### src/rtl/colour_decode.sv
// colour_decode: maps a 24-bit RGB word to a 3-bit palette index.
// Results are held in a 2-entry {colour, match} FIFO with valid/ready
// handshakes on both sides. A saturating counter tracks how many
// accepted words did not match the palette.
// Optional feature macro: NEAREST_MATCH_EN -- decode each channel by its
// MSB instead of requiring an exact palette value (every word matches).
module colour_decode #(
    parameter int MISS_CNT_W = 8
) (
    input  logic                  clk,
    input  logic                  rst,
    input  logic                  in_valid,
    output logic                  in_ready,
    input  logic [23:0]           rgb,
    output logic                  out_valid,
    input  logic                  out_ready,
    output logic [2:0]            colour,
    output logic                  match,
    output logic [MISS_CNT_W-1:0] miss_count
);

    logic [2:0] dec_colour;
    logic       dec_match;

    logic [3:0] slot [2];
    logic       rd_ptr;
    logic       wr_ptr;
    logic [1:0] count;
    logic       push;
    logic       pop;
    logic [3:0] head;

`ifdef NEAREST_MATCH_EN
    // Nearest palette entry: each channel's MSB selects its index bit.
    always_comb begin
        dec_colour = {rgb[23], rgb[15], rgb[7]};
        dec_match  = 1'b1;
    end
`else
    // Exact palette lookup; anything else decodes to index 0, no match.
    always_comb begin
        dec_colour = '0;
        dec_match  = 1'b0;
        case (rgb)
            24'h000000: begin dec_colour = 3'd0; dec_match = 1'b1; end
            24'h0000FF: begin dec_colour = 3'd1; dec_match = 1'b1; end
            24'h00FF00: begin dec_colour = 3'd2; dec_match = 1'b1; end
            24'h00FFFF: begin dec_colour = 3'd3; dec_match = 1'b1; end
            24'hFF0000: begin dec_colour = 3'd4; dec_match = 1'b1; end
            24'hFF00FF: begin dec_colour = 3'd5; dec_match = 1'b1; end
            24'hFFFF00: begin dec_colour = 3'd6; dec_match = 1'b1; end
            24'hFFFFFF: begin dec_colour = 3'd7; dec_match = 1'b1; end
            default:    begin dec_colour = '0;   dec_match = 1'b0; end
        endcase
    end
`endif

    // Handshake qualifiers; occupancy never exceeds 2, so bit 1 means full.
    always_comb begin
        in_ready  = ~count[1] & ~rst;
        out_valid = (count != 2'd0);
        push      = in_valid & in_ready;
        pop       = out_valid & out_ready;
    end

    // FIFO pointers and occupancy.
    always_ff @(posedge clk) begin
        if (rst) begin
            rd_ptr <= 1'b0;
            wr_ptr <= 1'b0;
            count  <= 2'd0;
        end else begin
            if (push) wr_ptr <= ~wr_ptr;
            if (pop)  rd_ptr <= ~rd_ptr;
            case ({push, pop})
                2'b10:   count <= count + 2'd1;
                2'b01:   count <= count - 2'd1;
                default: count <= count;
            endcase
        end
    end

    // FIFO storage; push is already blocked during reset by in_ready.
    always_ff @(posedge clk) begin
        if (push) slot[wr_ptr] <= {dec_colour, dec_match};
    end

    // Saturating count of accepted words that missed the palette.
    always_ff @(posedge clk) begin
        if (rst) begin
            miss_count <= '0;
        end else if (push && !dec_match && (miss_count != '1)) begin
            miss_count <= miss_count + 1'b1;
        end
    end

    // Present the oldest entry, forced to zero when nothing is held.
    always_comb begin
        head = slot[rd_ptr];
        if (out_valid) begin
            colour = head[3:1];
            match  = head[0];
        end else begin
            colour = '0;
            match  = 1'b0;
        end
    end

endmodule

### config.mk
export PLATFORM = sky130hd
export DESIGN_NAME = colour_decode
export DESIGN_NICKNAME = d
export VERILOG_FILES = /design/src/rtl/colour_decode.sv
export SDC_FILE = /design/constraint.sdc
export NUM_CORES = 1
export LEC_CHECK = 0
export ABC_AREA = 1
export CAP_MARGIN = 20
export CORE_AREA = 2 2 53 55
export CTS_BUF_LIST = sky130_fd_sc_hd__clkbuf_4
export CTS_CLUSTER_DIAMETER = 50
export DETAILED_ROUTE_END_ITERATION = 16
export DIE_AREA = 0 0 55 57
export GPL_ROUTABILITY_DRIVEN = 0
export PLACE_DENSITY = 0.85
export SETUP_SLACK_MARGIN = 0.05
export SLEW_MARGIN = 25
export SYNTH_ARGS = -nofsm -noshare
export SYNTH_HDL_FRONTEND = slang
export SYNTH_SLANG_ARGS = --single-unit
### constraint.sdc
create_clock -name clk -period 5.3 [get_ports clk]
set_clock_uncertainty 0.15 [all_clocks]
set_input_delay 1.06 -clock clk [delete_from_list [all_inputs] [get_ports clk]]
set_output_delay 1.06 -clock clk [all_outputs]
set_load 0.02 [all_outputs]
### After elaboration in Yosys (flattened, before gate mapping)

Memory sizes are Yosys's and may differ from the RTL's. A register that Yosys moved wholly into a read port is not among the register bits.
Cells that the tools add are included.
W data, S select, Z words.

| cells by class | value |
|---|---|
| bitwise logic cells | 7 |
| reduce and logical (&&, ||, !) cells | 7 |
| muxes and demuxes | 9 |
| equality and inequality tests | 10 |
| $add $sub $neg | 3 |

Operator list:

| kind | count |
|---|---|
| $eq A24 B24 Y1 const B | 4 |
| $eq A24 B16 Y1 const B | 2 |
| $eq A24 B8 Y1 const B | 1 |
| $logic_not A24 Y1 | 1 |
| $pmux W3 S7 | 1 |
| $add A8 B1 Y8 const B | 1 |
| $ne A8 B8 Y1 const B | 1 |
| $reduce_or A8 Y1 | 1 |
| $mux W1 | 6 |
| $not A1 Y1 | 4 |
| $pmux W2 S2 | 1 |
| $reduce_bool A2 Y1 | 2 |
| $and A1 B1 Y1 | 3 |
| $mux W3 | 1 |
| $add A2 B1 Y2 const B | 1 |
| $eq A2 B1 Y1 const B | 1 |
| $eq A2 B2 Y1 const B | 1 |
| $logic_and A1 B1 Y1 | 2 |
| $sub A2 B1 Y2 const B | 1 |
| $logic_not A1 Y1 | 1 |

| storage, ports and cells | value |
|---|---|
| output and inout port bits | 14 |
| memories kept | 1 |
| bits in writable memories | 8 |
| register bits after elaboration | 12 |

Memories:

| memory | words | bits a word | rd ports | clocked after memory_dff | write ports | RTL line | text |
|---|---|---|---|---|---|---|---|
| slot | 2 | 4 | 1 | 1 | 1 | 25 | `logic [3:0] slot [2];` |

### Longest topological paths before layout

Gate-level depths: netlist of the first run.

| logic depth | value |
|---|---|
| word-level depth | 6 |
| gate-level depth with buffers | 10 |
| depth with buffers taken out | 10 |

### Worst setup path after synthesis of the first run

Ideal clock, no wire load.

| path | value |
|---|---|
| path kind | in2out |
| start point | input rst |
| end point | output in_ready |
| stages on the path | 2 |
| arrival | 1.326 ns |
| path buffers | 1 |
| setup slack | 2.764 ns |
| path through | buf_6 -> nor2_4 |

| on the way | value |
|---|---|
| word-level cells in the longest chain between the ends | 2 |

Ends and longest elaborated chain:

| what | RTL line | text |
|---|---|---|
| from (decl) | 11 | `input logic rst,` |
| $not A1 Y1 | 60 | `in_ready = ~count[1] & ~rst;` |
| $and A1 B1 Y1 | 60 |  |
| to (decl) | 13 | `output logic in_ready,` |

Every way passes these cells.

### Worst setup path after layout of the first run

Same ends and word-level chain as after synthesis.

==> results.json, run 1 <==
{
  "yosys_warnings": 0,
  "vias": 1178,
  "dr.first_iter.drc_count": 18,
  "design.portCount": 42,
  "post_drt_wl_per_cell_um": 9.90,
  "first_global_vias": 1183,
  "hold_viol_final": 0,
  "report.final.slew_viol_count": 0,
  "initial_utilization_pct": 47.8,
  "path_delay_family": "buffers and inverters",
  "post-cts-setup-buffers": 0,
  "holdBufCountCts": 0,
  "global_route.usage.total_pct": 19.1,
  "synth.net_count": 208,
  "hpwl_mm": 2.02,
  "synth-seq-cells": 21,
  "setup_tns_ps": 0,
  "global_route.overflow_total": 0,
  "core_region_area_um2": 2620,
  "worstPathCellList": "clkdlybuf4s50_1, nor2_4, clkdlybuf4s50_1",
  "maxSlewHeadroom_pct": 72.7,
  "p_per_area_nw_per_um2": 264,
  "biggest_cell_delay_along_the_critical_path_ps": 610,
  "number_of_max_capacitance_violations_reported": 0,
  "power.leakage_nw": 0.708,
  "layout.filler_cells": 236,
  "chipHeight_um": 57,
  "floorplan.rows": 19,
  "syn_to_final_growth_pct": 35.1,
  "clkSinkCount": 21,
  "synthesis.instances": 178,
  "clkSlewWorstSetupHoldPaths_ps": 110,
  "setup_viol": 0,
  "route.detailed.drc": 0,
  "syn_avg_cell_area_um2": 7.02,
  "cts_made_buffers": 3,
  "cp_dominant_cell_by_count": "sky130_fd_sc_hd__clkdlybuf4s50_1",
  "count_of_input_and_output_buffers": 41,
  "clock_tree_from_tritoncts": "yes",
  "worstMarginPinSlew_ps": 408,
  "cts.root.buffer_cell": "sky130_fd_sc_hd__clkbuf_4",
  "layout.core_utilization_pct": 64.6,
  "post_layout_nets": 251,
  "final_layout_size_suffix_gt1_share_pct": 8.18,
  "critical_path_buffer_and_inverter_count": 2,
  "grt_first_pass_wirelength_mm": 4.56,
  "clk_path_buf_depth": 2,
  "rsz0062_at_grt": "no",
  "worstPathRequired_ps": 4090,
  "run_status": "completed",
  "peakVddDrop_v": 0.000272,
  "clock_h_tree_levels": 1,
  "critPathArrivalTime_ps": 2390,
  "timing_worst_setup_path_type": "primary input to output port",
  "pin_count_of_the_biggest_net_entering_global_routing": 13,
  "post_synth_num_cell_types": 26,
  "fp.dieW_um": 55,
  "cp-start-kind": "primary input",
  "seq_area_frac_synth_pct": 40.0,
  "critPathSlowestCell": "sky130_fd_sc_hd__clkdlybuf4s50_1",
  "fp.dieArea_um2": 3140,
  "timing.critical_path.to_type": "output port",
  "clock_insertion_delay_worst_skew_ps": 310,
  "max_clk_rate_mhz": 278,
  "hp-class": "register to register",
  "post-layout-total-power_mw": 0.445,
  "min_period_over_period_pct": 68.0,
  "fin_ws_ps": 1700,
  "vias_per_cell": 4.69,
  "post_cts_resized": 0,
  "place_worst_setup_slack_ps": 1700,
  "final_antenna_net_count": 0,
  "drt_pass_1_iters": 4,
  "post_synth_instance_area_um2": 1250,
  "routed_wirelength_mm": 2.49,
  "number_of_antenna_violations_at_the_first_check_in_global_routing": 0,
  "worstPathMaxFanout": 8,
  "finalWorstPathRequiredPeriod_ps": 3600,
  "antenna_cells": 0
}
synth_stat cells:
cell	n	area [um2]
sky130_fd_sc_hd__nor3_2	1	10.0
sky130_fd_sc_hd__clkinv_2	1	5.00
sky130_fd_sc_hd__o21ai_0	1	5.00
sky130_fd_sc_hd__o21ai_2	2	17.5
sky130_fd_sc_hd__nand3_1	7	35.0
sky130_fd_sc_hd__xnor2_1	1	8.76
sky130_fd_sc_hd__inv_1	19	71.3
sky130_fd_sc_hd__ha_1	2	25.0
sky130_fd_sc_hd__edfxtp_1	8	240
sky130_fd_sc_hd__nand3_2	3	30.0
sky130_fd_sc_hd__nand2_2	2	12.5
sky130_fd_sc_hd__buf_8	1	15.0
sky130_fd_sc_hd__a21oi_1	7	35.0
sky130_fd_sc_hd__dfxtp_1	13	260
sky130_fd_sc_hd__o21ai_1	1	5.00
sky130_fd_sc_hd__nand2_1	51	191
sky130_fd_sc_hd__nor2_4	1	11.3
sky130_fd_sc_hd__nor3_1	2	10.0
sky130_fd_sc_hd__nand4_1	6	37.5
sky130_fd_sc_hd__inv_2	1	3.75
sky130_fd_sc_hd__buf_6	2	22.5
sky130_fd_sc_hd__xor2_1	2	17.5
sky130_fd_sc_hd__nor2_2	3	18.8
sky130_fd_sc_hd__nor3b_1	2	15.0
sky130_fd_sc_hd__nor2_1	38	143
sky130_fd_sc_hd__clkinv_1	1	3.75
placed cells by master (no fill, tap or decap), drive strengths merged:
master,Yosys,final
a21oi,7,7
clkbuf,0,3
clkdlybuf4s50,0,41
clkinv,2,3
dfxtp,13,13
edfxtp,8,8
ha,2,2
inv,20,20
nand2,53,53
nand3,10,10
nand4,6,6
nor2,42,42
nor3,3,3
nor3b,2,2
o21ai,4,4
xnor2,1,1
xor2,2,2
final timing paths:
check | end | startpoint | cells after the start | slack (ps)
setup / recovery | in_ready | rst | 3 | 1700
hold / removal | rd_ptr | rd_ptr | 1 | 330
setup reg to reg | count[1] | count[1] | 9 | 3400
hold reg to reg | rd_ptr | rd_ptr | 1 | 330
power by group:
part           switching, mW  internal, mW
clock network         0.0479        0.0282
logic                 0.0880        0.0796
registers             0.0166         0.185
kinds of logic (layout without fill, tap and decap cells):
logic type / count (synthesis) / count (layout) / share of synthesized area, %
AND/OR/NAND/NOR: 116 / 116 / 41.1
buffers and inverters: 25 / 67 / 9.71
flip-flops: 21 / 21 / 40.0
AO/OA/AOI/OAI: 11 / 11 / 5.00
XOR/XNOR: 3 / 3 / 2.10
adder cells (fa/ha/maj): 2 / 2 / 2.00
per-layer routing:
| layer | GRT usage, % | vias up | part of all wire [%] |
|---|---|---|---|
| li1 | - | 645 | - |
| met1 | 21.6 | 512 | 44 |
| met3 | 4.71 | 5 | 3.5 |
| met2 | 35.0 | 16 | 52 |
| met5 | 0 | - | 0 |
| met4 | 3.83 | 0 | 0.68 |
per-stage QoR:
step,cell area (um2),hold WS [ps],cells
5_1_grt,1690,359,251
4_1_cts,1690,323,251
2_1_floorplan,1250,282,178
6_report,1690,328,251
3_3_place_gp,1660,296,247
3_5_place_dp,1660,305,247
final cells by class:
class	count	area [um2]	area share, %
multi-input combinational	132	628	37.2
sequential	21	500	29.6
timing repair buffer	41	410	24.3
inverter	22	83.8	4.96
tap	31	38.8	2.30
clock buffer	3	22.5	1.33
clock inverter	1	5.00	0.296
flip-flops by register name (all words and copies together) (netlist names), named ones only:
name and count:
rd_ptr 1, count 2, miss_count 8, wr_ptr 1
slot 8
Power figures use the tool's default switching activity.
==> run 2, diff against run 1 <==
Settings changed: CORE_AREA 2 2 53 55 to 2 2 55 57, DIE_AREA 0 0 55 57 to 0 0 57 59, PLACE_DENSITY 0.85 to 0.8.
Clock period 5.3 ns to 3.7 ns, I/O delays scaled along.
==> run 2 against run 1 <==
Against the previous run:
- sequential cell count unchanged
- global-route usage down 2.1 points
- worst setup slack worse by 980 ps
- register-to-register slack worse by 1600 ps
- clock-buffer cell count unchanged
- sequential power up 43%
- via count up 0.59%
- combinational power up 43%
- total power up 43%
- critical path type unchanged
- largest power group unchanged
==> results.json, run 2 (synthesis results as in run 1) <==
{
  "syn_to_final_growth_pct": 35.1,
  "final_antenna_net_count": 0,
  "first_global_vias": 1139,
  "pin_count_of_the_biggest_net_entering_global_routing": 13,
  "final_layout_size_suffix_gt1_share_pct": 8.18,
  "clock_insertion_delay_worst_skew_ps": 310,
  "path_delay_family": "buffers and inverters",
  "setup_tns_ps": 0,
  "vias": 1185,
  "hpwl_mm": 1.98,
  "design.portCount": 42,
  "hold-worst-slack_ps": 323,
  "largest_registers": "miss_count: 8 flops, slot: 8 flops, count: 2 flops",
  "cp-start-kind": "primary input",
  "critical_path_buffer_and_inverter_count": 2,
  "p_comb_share_pct": 37.6,
  "floorplan.rows": 19,
  "number_of_max_capacitance_violations_reported": 0,
  "post_layout_nets": 251,
  "post_drt_wl_per_cell_um": 9.81,
  "report.final.slew_viol_count": 0,
  "clock_tree_from_tritoncts": "yes",
  "maxSlewHeadroom_pct": 71.7,
  "post-cts-setup-buffers": 0,
  "clk_path_buf_depth": 2,
  "cp_dominant_cell_by_count": "sky130_fd_sc_hd__clkdlybuf4s50_1",
  "cts.root.buffer_cell": "sky130_fd_sc_hd__clkbuf_4",
  "vias_per_cell": 4.72,
  "holdBufCountCts": 0,
  "worstPathRequired_ps": 2810,
  "clkSinkCount": 21,
  "hold_viol_final": 0,
  "placement.cell_area_um2": 1660,
  "most_frequent_cells_in_the_layout": "sky130_fd_sc_hd__nand2_1, sky130_fd_sc_hd__clkdlybuf4s50_1, sky130_fd_sc_hd__nor2_1, sky130_fd_sc_hd__inv_1, sky130_fd_sc_hd__dfxtp_1",
  "rsz0062_at_grt": "no",
  "antenna_cells": 0,
  "global_route.usage.total_pct": 17.0,
  "cellInternalPower_mw": 0.419,
  "timing_worst_setup_path_type": "primary input to output port",
  "post_cts_resized": 0,
  "run_status": "completed",
  "chipHeight_um": 59,
  "critPathSlowestCell": "sky130_fd_sc_hd__clkdlybuf4s50_1",
  "layout.cells.most_common": "sky130_fd_sc_hd__nand2_1",
  "cts_made_buffers": 3,
  "routed_wirelength_mm": 2.46,
  "switching_share_of_power_pct": 34.3,
  "post-layout-total-power_mw": 0.638,
  "fin_cells": 251,
  "biggest_cell_delay_along_the_critical_path_ps": 610,
  "worstMarginPinSlew_ps": 422,
  "layout.filler_cells": 255,
  "worstPathCellList": "clkdlybuf4s50_1, nor2_4, clkdlybuf4s50_1",
  "switchingPower_mw": 0.219,
  "finalWorstPathRequiredPeriod_ps": 2980,
  "worstPathMaxFanout": 8,
  "critPathArrivalTime_ps": 2090,
  "finish.instance_area_um2": 1690,
  "grt_first_pass_wirelength_mm": 4.51,
  "fp.dieW_um": 57,
  "min_period_over_period_pct": 80.5,
  "clkSlewWorstSetupHoldPaths_ps": 110,
  "dr.first_iter.drc_count": 38,
  "p_seq_share_pct": 45.2,
  "drt_pass_1_iters": 4,
  "power.leakage_nw": 0.708,
  "clock_h_tree_levels": 1,
  "peakVddDrop_v": 0.000339,
  "power.share.clock_pct": 17.3,
  "timing.critical_path.to_type": "output port",
  "hp-class": "register to register",
  "fp.dieArea_um2": 3360,
  "p_per_area_nw_per_um2": 378,
  "setup_viol": 0,
  "route.detailed.drc": 0,
  "global_route.overflow_total": 0,
  "number_of_antenna_violations_at_the_first_check_in_global_routing": 0,
  "core_region_area_um2": 2710,
  "initial_utilization_pct": 46.1,
  "count_of_input_and_output_buffers": 41,
  "place_inst": 247,
  "max_clk_rate_mhz": 336
}
==> run 2: cell counts in the layout (fill, tap and decap cells not counted) <==
Identical to the previous run, type by type.
==> run 2: layer usage <==
metal,part of all wire (%),track usage (%),wire [um],vias to the layer above
li1,-,-,-,646
met1,45,18.7,1100,509
met2,49,31.0,1210,21
met3,3.8,4.37,93,9
met4,2.6,7.31,63,0
met5,0,0,0,-
==> run 2: area by class of cell <==
type	instances	area, um2	area share, %
timing repair buffer	41	410	24.3
clock inverter	1	5.00	0.296
inverter	22	83.8	4.96
tap	31	38.8	2.30
sequential	21	500	29.6
clock buffer	3	22.5	1.33
multi-input combinational	132	628	37.2
==> run 2: worst reg2reg max path, cell delays in order (launching register included) <==
cell and delay [ps]:
sky130_fd_sc_hd__dfxtp_1 370, sky130_fd_sc_hd__nor2_1 330, sky130_fd_sc_hd__inv_2 60, sky130_fd_sc_hd__nand2_1 60, sky130_fd_sc_hd__inv_1 70, sky130_fd_sc_hd__ha_1 300
sky130_fd_sc_hd__a21oi_1 120, sky130_fd_sc_hd__o21ai_0 110, sky130_fd_sc_hd__xor2_1 150, sky130_fd_sc_hd__nor2_1 50
==> run 2: power groups by stage <==
| stage | logic [mW] | registers, mW | clock network [mW] |
|---|---|---|---|
| finish | 0.240 | 0.288 | 0.110 |
| global route | 0.265 | 0.292 | 0.127 |
| CTS | 0.240 | 0.288 | 0.118 |
| detailed placement | 0.239 | 0.294 | 0 |
| global placement | 0.236 | 0.293 | 0 |
| floorplan | 0.138 | 0.294 | 0 |
==> run 2: path summary, 6_finish.rpt <==
check / startpoint / end / slack, ps / depth (start not counted)
worst max-delay path: rst / in_ready / 720 / 3
worst min-delay path: rd_ptr / register / 320 / 1
worst max register to register: count[1] / count[1] / 1830 / 9
worst min register to register: rd_ptr / register / 320 / 1
==> run 2: stage by stage <==
stage               util [%]  setup WS [ps]
detailed placement      61.3            705
global route            62.3            668
CTS                     62.3            694
finish                  62.3            721
floorplan                  -           1630
global placement        61.3            727
